===== src/rtl/programmable_truth_table.sv =====
// Registered, serially reprogrammable N_IN-input / N_OUT-output truth table with a 1-stage valid/ready eval.
// Optional feature macro: TT_PARITY_EN (adds an even-parity bit to each load and the cfg_err port).
module programmable_truth_table #(
    parameter int unsigned N_IN  = 3,
    parameter int unsigned N_OUT = 1,
    parameter logic [N_OUT*(2**N_IN)-1:0] RESET_TT = (N_OUT*(2**N_IN))'(8'h66)
) (
    input  logic             clk,
    input  logic             rst_n,
    input  logic             in_valid,
    output logic             in_ready,
    input  logic [N_IN-1:0]  in_vec,
    output logic             out_valid,
    input  logic             out_ready,
    output logic [N_OUT-1:0] out_vec,
    input  logic             cfg_start,
    input  logic             cfg_bvalid,
    input  logic             cfg_bit,
    output logic             cfg_busy,
`ifdef TT_PARITY_EN
    output logic             cfg_err,
`endif
    output logic             cfg_done
);

    localparam int unsigned DEPTH   = 2**N_IN;
    localparam int unsigned TT_BITS = N_OUT * DEPTH;
`ifdef TT_PARITY_EN
    localparam int unsigned LOAD_BITS = TT_BITS + 1;
`else
    localparam int unsigned LOAD_BITS = TT_BITS;
`endif
    localparam int unsigned CNT_W = $clog2(LOAD_BITS + 1);
    localparam int unsigned IDX_W = $clog2(TT_BITS);
    localparam logic [CNT_W-1:0] LAST = CNT_W'(LOAD_BITS - 1);

    typedef enum logic [1:0] {
        IDLE   = 2'd0,
        LOAD   = 2'd1,
        COMMIT = 2'd2
    } state_t;

    state_t                          state;
    logic [CNT_W-1:0]                count;
    logic [TT_BITS-1:0]              shadow;
    logic [TT_BITS-1:0]              active_tt;
    logic [N_OUT-1:0][DEPTH-1:0]     tt_rows;
    logic [N_OUT-1:0]                eval_c;
    logic                            drain_c;
`ifdef TT_PARITY_EN
    logic                            par_bit;
`endif

    // Pipeline can drain when nothing is held or the held result leaves this cycle.
    assign drain_c  = !out_valid || out_ready;
    assign in_ready = drain_c && (state != COMMIT);
    assign cfg_busy = (state != IDLE);

    // One row of the active table per output; the input vector selects the column.
    assign tt_rows = active_tt;
    always_comb begin
        eval_c = '0;
        for (int j = 0; j < N_OUT; j++) begin
            eval_c[j] = tt_rows[j][in_vec];
        end
    end

    // Eval stage.
    always_ff @(posedge clk or negedge rst_n) begin
        if (!rst_n) begin
            out_valid <= 1'b0;
            out_vec   <= '0;
        end else if (in_valid && in_ready) begin
            out_valid <= 1'b1;
            out_vec   <= eval_c;
        end else if (out_ready) begin
            out_valid <= 1'b0;
        end
    end

    // Serial loader; a commit waits for the eval stage to drain so no result mixes tables.
    always_ff @(posedge clk or negedge rst_n) begin
        if (!rst_n) begin
            state     <= IDLE;
            count     <= '0;
            shadow    <= '0;
            active_tt <= RESET_TT;
            cfg_done  <= 1'b0;
`ifdef TT_PARITY_EN
            cfg_err   <= 1'b0;
            par_bit   <= 1'b0;
`endif
        end else begin
            cfg_done <= 1'b0;
`ifdef TT_PARITY_EN
            cfg_err  <= 1'b0;
`endif
            case (state)
                IDLE: begin
                    if (cfg_start) begin
                        state <= LOAD;
                        count <= '0;
                    end
                end
                LOAD: begin
                    if (cfg_start) begin
                        count <= '0;
                    end else if (cfg_bvalid) begin
`ifdef TT_PARITY_EN
                        if (count == LAST) begin
                            par_bit <= cfg_bit;
                        end else begin
                            shadow[count[IDX_W-1:0]] <= cfg_bit;
                        end
`else
                        shadow[count[IDX_W-1:0]] <= cfg_bit;
`endif
                        count <= count + CNT_W'(1);
                        if (count == LAST) begin
                            state <= COMMIT;
                        end
                    end
                end
                COMMIT: begin
                    if (cfg_start) begin
                        state <= LOAD;
                        count <= '0;
                    end else if (drain_c) begin
`ifdef TT_PARITY_EN
                        if ((^shadow) == par_bit) begin
                            active_tt <= shadow;
                            cfg_done  <= 1'b1;
                        end else begin
                            cfg_err   <= 1'b1;
                        end
`else
                        active_tt <= shadow;
                        cfg_done  <= 1'b1;
`endif
                        state <= IDLE;
                    end
                end
                default: state <= IDLE;
            endcase
        end
    end

endmodule


===== config.mk =====
export PLATFORM = sky130hd
export DESIGN_NAME = programmable_truth_table
export DESIGN_NICKNAME = d
export VERILOG_FILES = /design/src/rtl/programmable_truth_table.sv
export SDC_FILE = /design/constraint.sdc
export NUM_CORES = 1
export LEC_CHECK = 0
export BUFFER_PORTS_ARGS = -buffer_cell sky130_fd_sc_hd__clkbuf_2
export CAP_MARGIN = 15
export CELL_PAD_IN_SITES_DETAIL_PLACEMENT = 1
export CELL_PAD_IN_SITES_GLOBAL_PLACEMENT = 2
export CORE_UTILIZATION = 38
export DETAILED_ROUTE_END_ITERATION = 8
export PLACE_DENSITY = 0.86
export SLEW_MARGIN = 15
export SYNTH_ARGS = -nofsm -noshare
export SYNTH_HDL_FRONTEND = slang
export SYNTH_SLANG_ARGS = --single-unit
export TNS_END_PERCENT = 100

===== constraint.sdc =====
create_clock -name clk -period 1.5 [get_ports clk]
set_clock_uncertainty 0.05 [all_clocks]
set_input_delay 0.45 -clock clk [delete_from_list [all_inputs] [get_ports clk]]
set_output_delay 0.45 -clock clk [all_outputs]
set_load 0.02 [all_outputs]

Yosys cells after proc, flatten, opt, wreduce, memory -nomap -nowiden
Cells that the tools add are included.
Operators by class
  add/sub/neg operators: 1
  $lt $le $gt $ge: 3
  equality and inequality tests: 11
  multiplexer cells: 21
  bitwise operators: 1
  reductions and logical operators: 14
Operators with widths (count)
  2-bit two-way mux: 6
  4-bit two-way mux: 3
  2-bit inequality test (second input constant): 5
  3-bit AND reduction: 3
  8-bit bitwise mux: 1
  3-bit by 4-bit less-than comparator with 1-bit output (second input constant): 2
  4-bit one-hot mux with 2 select lines: 1
  1-bit two-way mux: 7
  3-bit inequality test (second input constant): 2
  2-bit one-hot mux with 3 select lines: 1
  2-bit nonzero test: 3
  5-bit AND reduction: 1
  4-bit by 1-bit adder with 4-bit output (second input constant): 1
  4-bit by 3-bit == test with 1-bit output (second input constant): 1
  1-bit binary-select mux with 3-bit select: 1
  1-bit demux with 3-bit select: 1
  3-bit by 1-bit >= comparator with 1-bit output (second input constant): 1
  1-bit logical AND: 3
  2-bit by 1-bit == test with 1-bit output (second input constant): 1
  2-bit == test (second input constant): 1
  2-bit logical NOT: 1
  2-bit by 1-bit inequality test with 1-bit output (second input constant): 1
  2-bit OR reduction: 1
  1-bit logical NOT: 1
  other kinds (2): 2
Word-level totals
  flip-flop bits (word level): 25
  input bits: 10
  logic and storage cells: 58

Longest topological paths before layout
  depth in word-level cells: 5
  gate-level depth with buffers: 4
  mapped depth without buffers: 4

Worst setup path after synthesis
Ideal clock, no wire load.
  path kind: input-to-reg
  from: in cfg_start
  to: reg shadow[2]
  library setup time: 0.125 ns
  arrival time: 1.373 ns
  required time: 1.325 ns
  slack: -0.048 ns
  stages: 4
  buffers on the path: 1
  cells stage by stage: buf_2 -> nand4bb_4 -> nor4b_2 -> mux2_2
On the way
  longest elaborated chain between the ends: 2
Ends and longest elaborated chain
  start: declaration: RTL line 16  | input logic cfg_start,
  1-bit inverter (no line)
  3-bit AND reduction (no line)
  end signal: indexed assignment: RTL line 116  | shadow[count[IDX_W-1:0]] <= cfg_bit;
  end: declaration: RTL line 45  | logic [TT_BITS-1:0] shadow;
Every way passes these cells.
A chain may end at the register's enable or synchronous reset.

Worst setup path after layout
  from: reg state[1]
  to: out cfg_busy
On the way
  longest elaborated chain between the ends: 1
Ends and longest elaborated chain
  start: declaration: RTL line 43  | state_t state;
  start signal: assignment: RTL line 84  | state <= IDLE;
  start signal: assignment: RTL line 101  | state <= LOAD;
  start signal: assignment: RTL line 120  | state <= COMMIT;
  2-bit nonzero test: RTL line 57  | assign cfg_busy = (state != IDLE);
  end: declaration: RTL line 19  | output logic cfg_busy,
Every way passes these cells.

==> qor.txt <==
CP endpoint: cfg_busy
crit start category: register
maximum clock frequency: 0.5875 GHz
root buf cell: clkbuf_4
DRT Wirelength: 4029 um
initial antenna violation count: 0
Clock Sinks: 25
Commonest cells post-synth: 21 x dfrtp_1, 14 x mux2_2, 7 x nand2_1
PortBufs: 14
Critical Path AT: 1.20 ns
Vias: 1,069
Slew Limit Fails: 0
HP Class: input port to asynchronous set/reset pin
most common cell in the netlist: dfrtp_1
HPWL Detailed: 2234 um
Synth Area per Inst: 12.27 um2
critical path data required time: 1.00 ns
Reg-to-Reg End: count[3]
final worst-path cycle share: 1.135
drt first pass iters: 4
Die Span Y: 60.24 um
failing checks: setup timing
pre-CTS WS: -0.1334 ns
largest net degree at the start of global routing: 26
Vias per Instance: 5.597
H-tree lvl count: 1
Setup Viol. Count Final: 13
vias in the first global route: 1,070
unrepaired setup endpoints after global routing: yes
slew at the pin closest to its max-slew limit: 0.3342 ns
Crit Path Category: register to primary output
gpl congestion: 0.8097
max_cap viols: 0
Peak VDD IR: 0.0003818 V
Clock transition at path regs: 0.16 ns
io pins: 15
first-pass GRT wire length: 5513 um
row count: 20
sequential fraction of the synthesis area: 0.4893
warnings from Yosys: 0
Crit. End Element: primary output
final hold vios: 0
synthesis-to-finish area growth: 42.23%
First DRT Iteration DRCs: 38
Max FO, Critical Path: 4
Final ANT Viol Nets: 0
P_leak: 0.8683 nW
Congestion Overflow GR: 0
share of cells above drive strength 1: 0.6054
TritonCTS clock tree: built
PD cells: 728.5 mW/mm2
Max-slew headroom: 0.7772
setup ws final: -0.2020 ns
status: complete, but fails checks
cts bufs inserted: 3
Fin Setup TNS: -1.602 ns
register-to-register path setup slack: -0.20 ns
DRC: 0
Total GRT Usage: 0.2213
top_reg_cell synth: dfrtp_1
Synth Cell Area: 0.001289 mm2
post-synth top area cell: dfrtp_1
number of enable flip-flop cells after synthesis: 0
die area: 0.003628 mm2
core area: 0.003128 mm2
antenna diode count: 0
non-filler cells, final: 191
cell total after placement: 173
total chip power: 1.335 mW
worst reg-to-reg path cell count: 6
starting density of the core: 0.4120
syn nets: 116
routed length per instance: 21.09 um
chip width: 60.24 um
clk buf depth: 2
Fin Hold WS: 0.01535 ns
library cells used by synthesis: 36
#FFs+latches synth: 25
post-synth top area share: 0.4078
Total Nets Final: 159
clk_lat worst skew: 0.34 ns
Worst R2R Start: state[1]
Async SR Flop Fraction: 1.000
crit path time final: 1.702 ns
synth top area cells: dfrtp_1 41%, mux2_2 12%, dfstp_2 8.2%, mux2i_1 3.9%, nor4b_2 2.3%
Worst Setup SP: state[1]
Mapped Cells: 105
[metal layers]
layer,vias up,GRT usage,part of all wire
li1,476,-,-
met1,542,0.2524,0.40
met2,34,0.4035,0.53
met3,17,0.03463,0.029
met4,0,0.09302,0.047
met5,-,0,0
[registers in the layout, indices dropped and copies added, names as in the netlist]
register	count
state	2
cfg_done	1
active_tt	8
shadow	8
out_valid	1
count	4
out_vec	1
[how the worst min path moves through the flow]
stage	to	slack, ns	cells past startpoint
2_1_floorplan	active_tt[0]	0.10	0
3_3_place_gp	active_tt[7]	0.40	2
3_5_place_dp	active_tt[7]	0.41	2
4_1_cts	active_tt[7]	0.03	2
5_1_grt	shadow[5]	0.02	2
6_report	shadow[1]	0.02	2
[cell families after synthesis]
kind of cell / count (synthesis) / synth area share
adders and majority gates: 1 / 0.009707
and+or+nand+nor: 35 / 0.2058
AOI/OAI and AO/OA: 11 / 0.05243
buffers and inverters: 11 / 0.04660
muxes: 22 / 0.1961
DFF: 25 / 0.4893
[worst max-delay path: stages (launching register included)]
cell and delay (ns):
dfrtp_2 0.48, or2_4 0.25, buf_8 0.13
[final cells by class]
cell class	instances	area, um2
fill	321	1295
multi-input combinational	70	747.0
sequential	25	635.6
timing repair buffer	44	346.6
tap	44	55.05
clock buffer	3	22.52
inverter	4	17.52
clock inverter	1	8.758
[stage by stage]
step | cell area (um2) | utilization
2_1_floorplan | 1289 | -
4_1_cts | 1685 | 0.5388
3_3_place_gp | 1509 | 0.4824
5_1_grt | 1833 | 0.5860
6_report | 1833 | 0.5860
3_5_place_dp | 1509 | 0.4824
[power breakdown]
| part | internal [mW] | total (mW) | switching [mW] | leakage, nW |
|---|---|---|---|---|
| Clock | 0.109 | 0.347 | 0.238 | 0.0183 |
| Sequential | 0.714 | 0.746 | 0.0315 | 0.314 |
| Combinational | 0.127 | 0.242 | 0.115 | 0.535 |
| Total | 0.951 | 1.34 | 0.384 | 0.868 |
[cell usage in the layout, fill, tap and decap left out, drive strengths merged]
| cell | n |
|---|---|
| nor2 | 3 |
| nor4b | 3 |
| nand3 | 3 |
| nand4bb | 2 |
| dfrtp | 21 |
| or3 | 2 |
| inv | 5 |
| o31ai | 1 |
| mux2i | 5 |
| dfstp | 4 |
| nor4 | 1 |
| o2bb2ai | 1 |
| mux2 | 16 |
| buf | 32 |
| a21oi | 3 |
| nor3 | 1 |
| o22ai | 1 |
| ha | 1 |
| mux4 | 1 |
| and2 | 1 |
| and4bb | 2 |
| or2 | 1 |
| nand2 | 7 |
| o21ai | 4 |
| nand2b | 3 |
| a32o | 1 |
| clkbuf | 15 |
| nand4b | 3 |
| nand4 | 4 |
[timing repair]
item                                    in CTS  in global routing
setup buffers                                6                  7
endpoints found under the setup margin       7                 22
hold buffers                                 0                  0
pin swaps                                    8                 10
resized for setup                           24                 22
cloned                                       0                  1
Note: power is estimated with default switching activity, not from simulation.
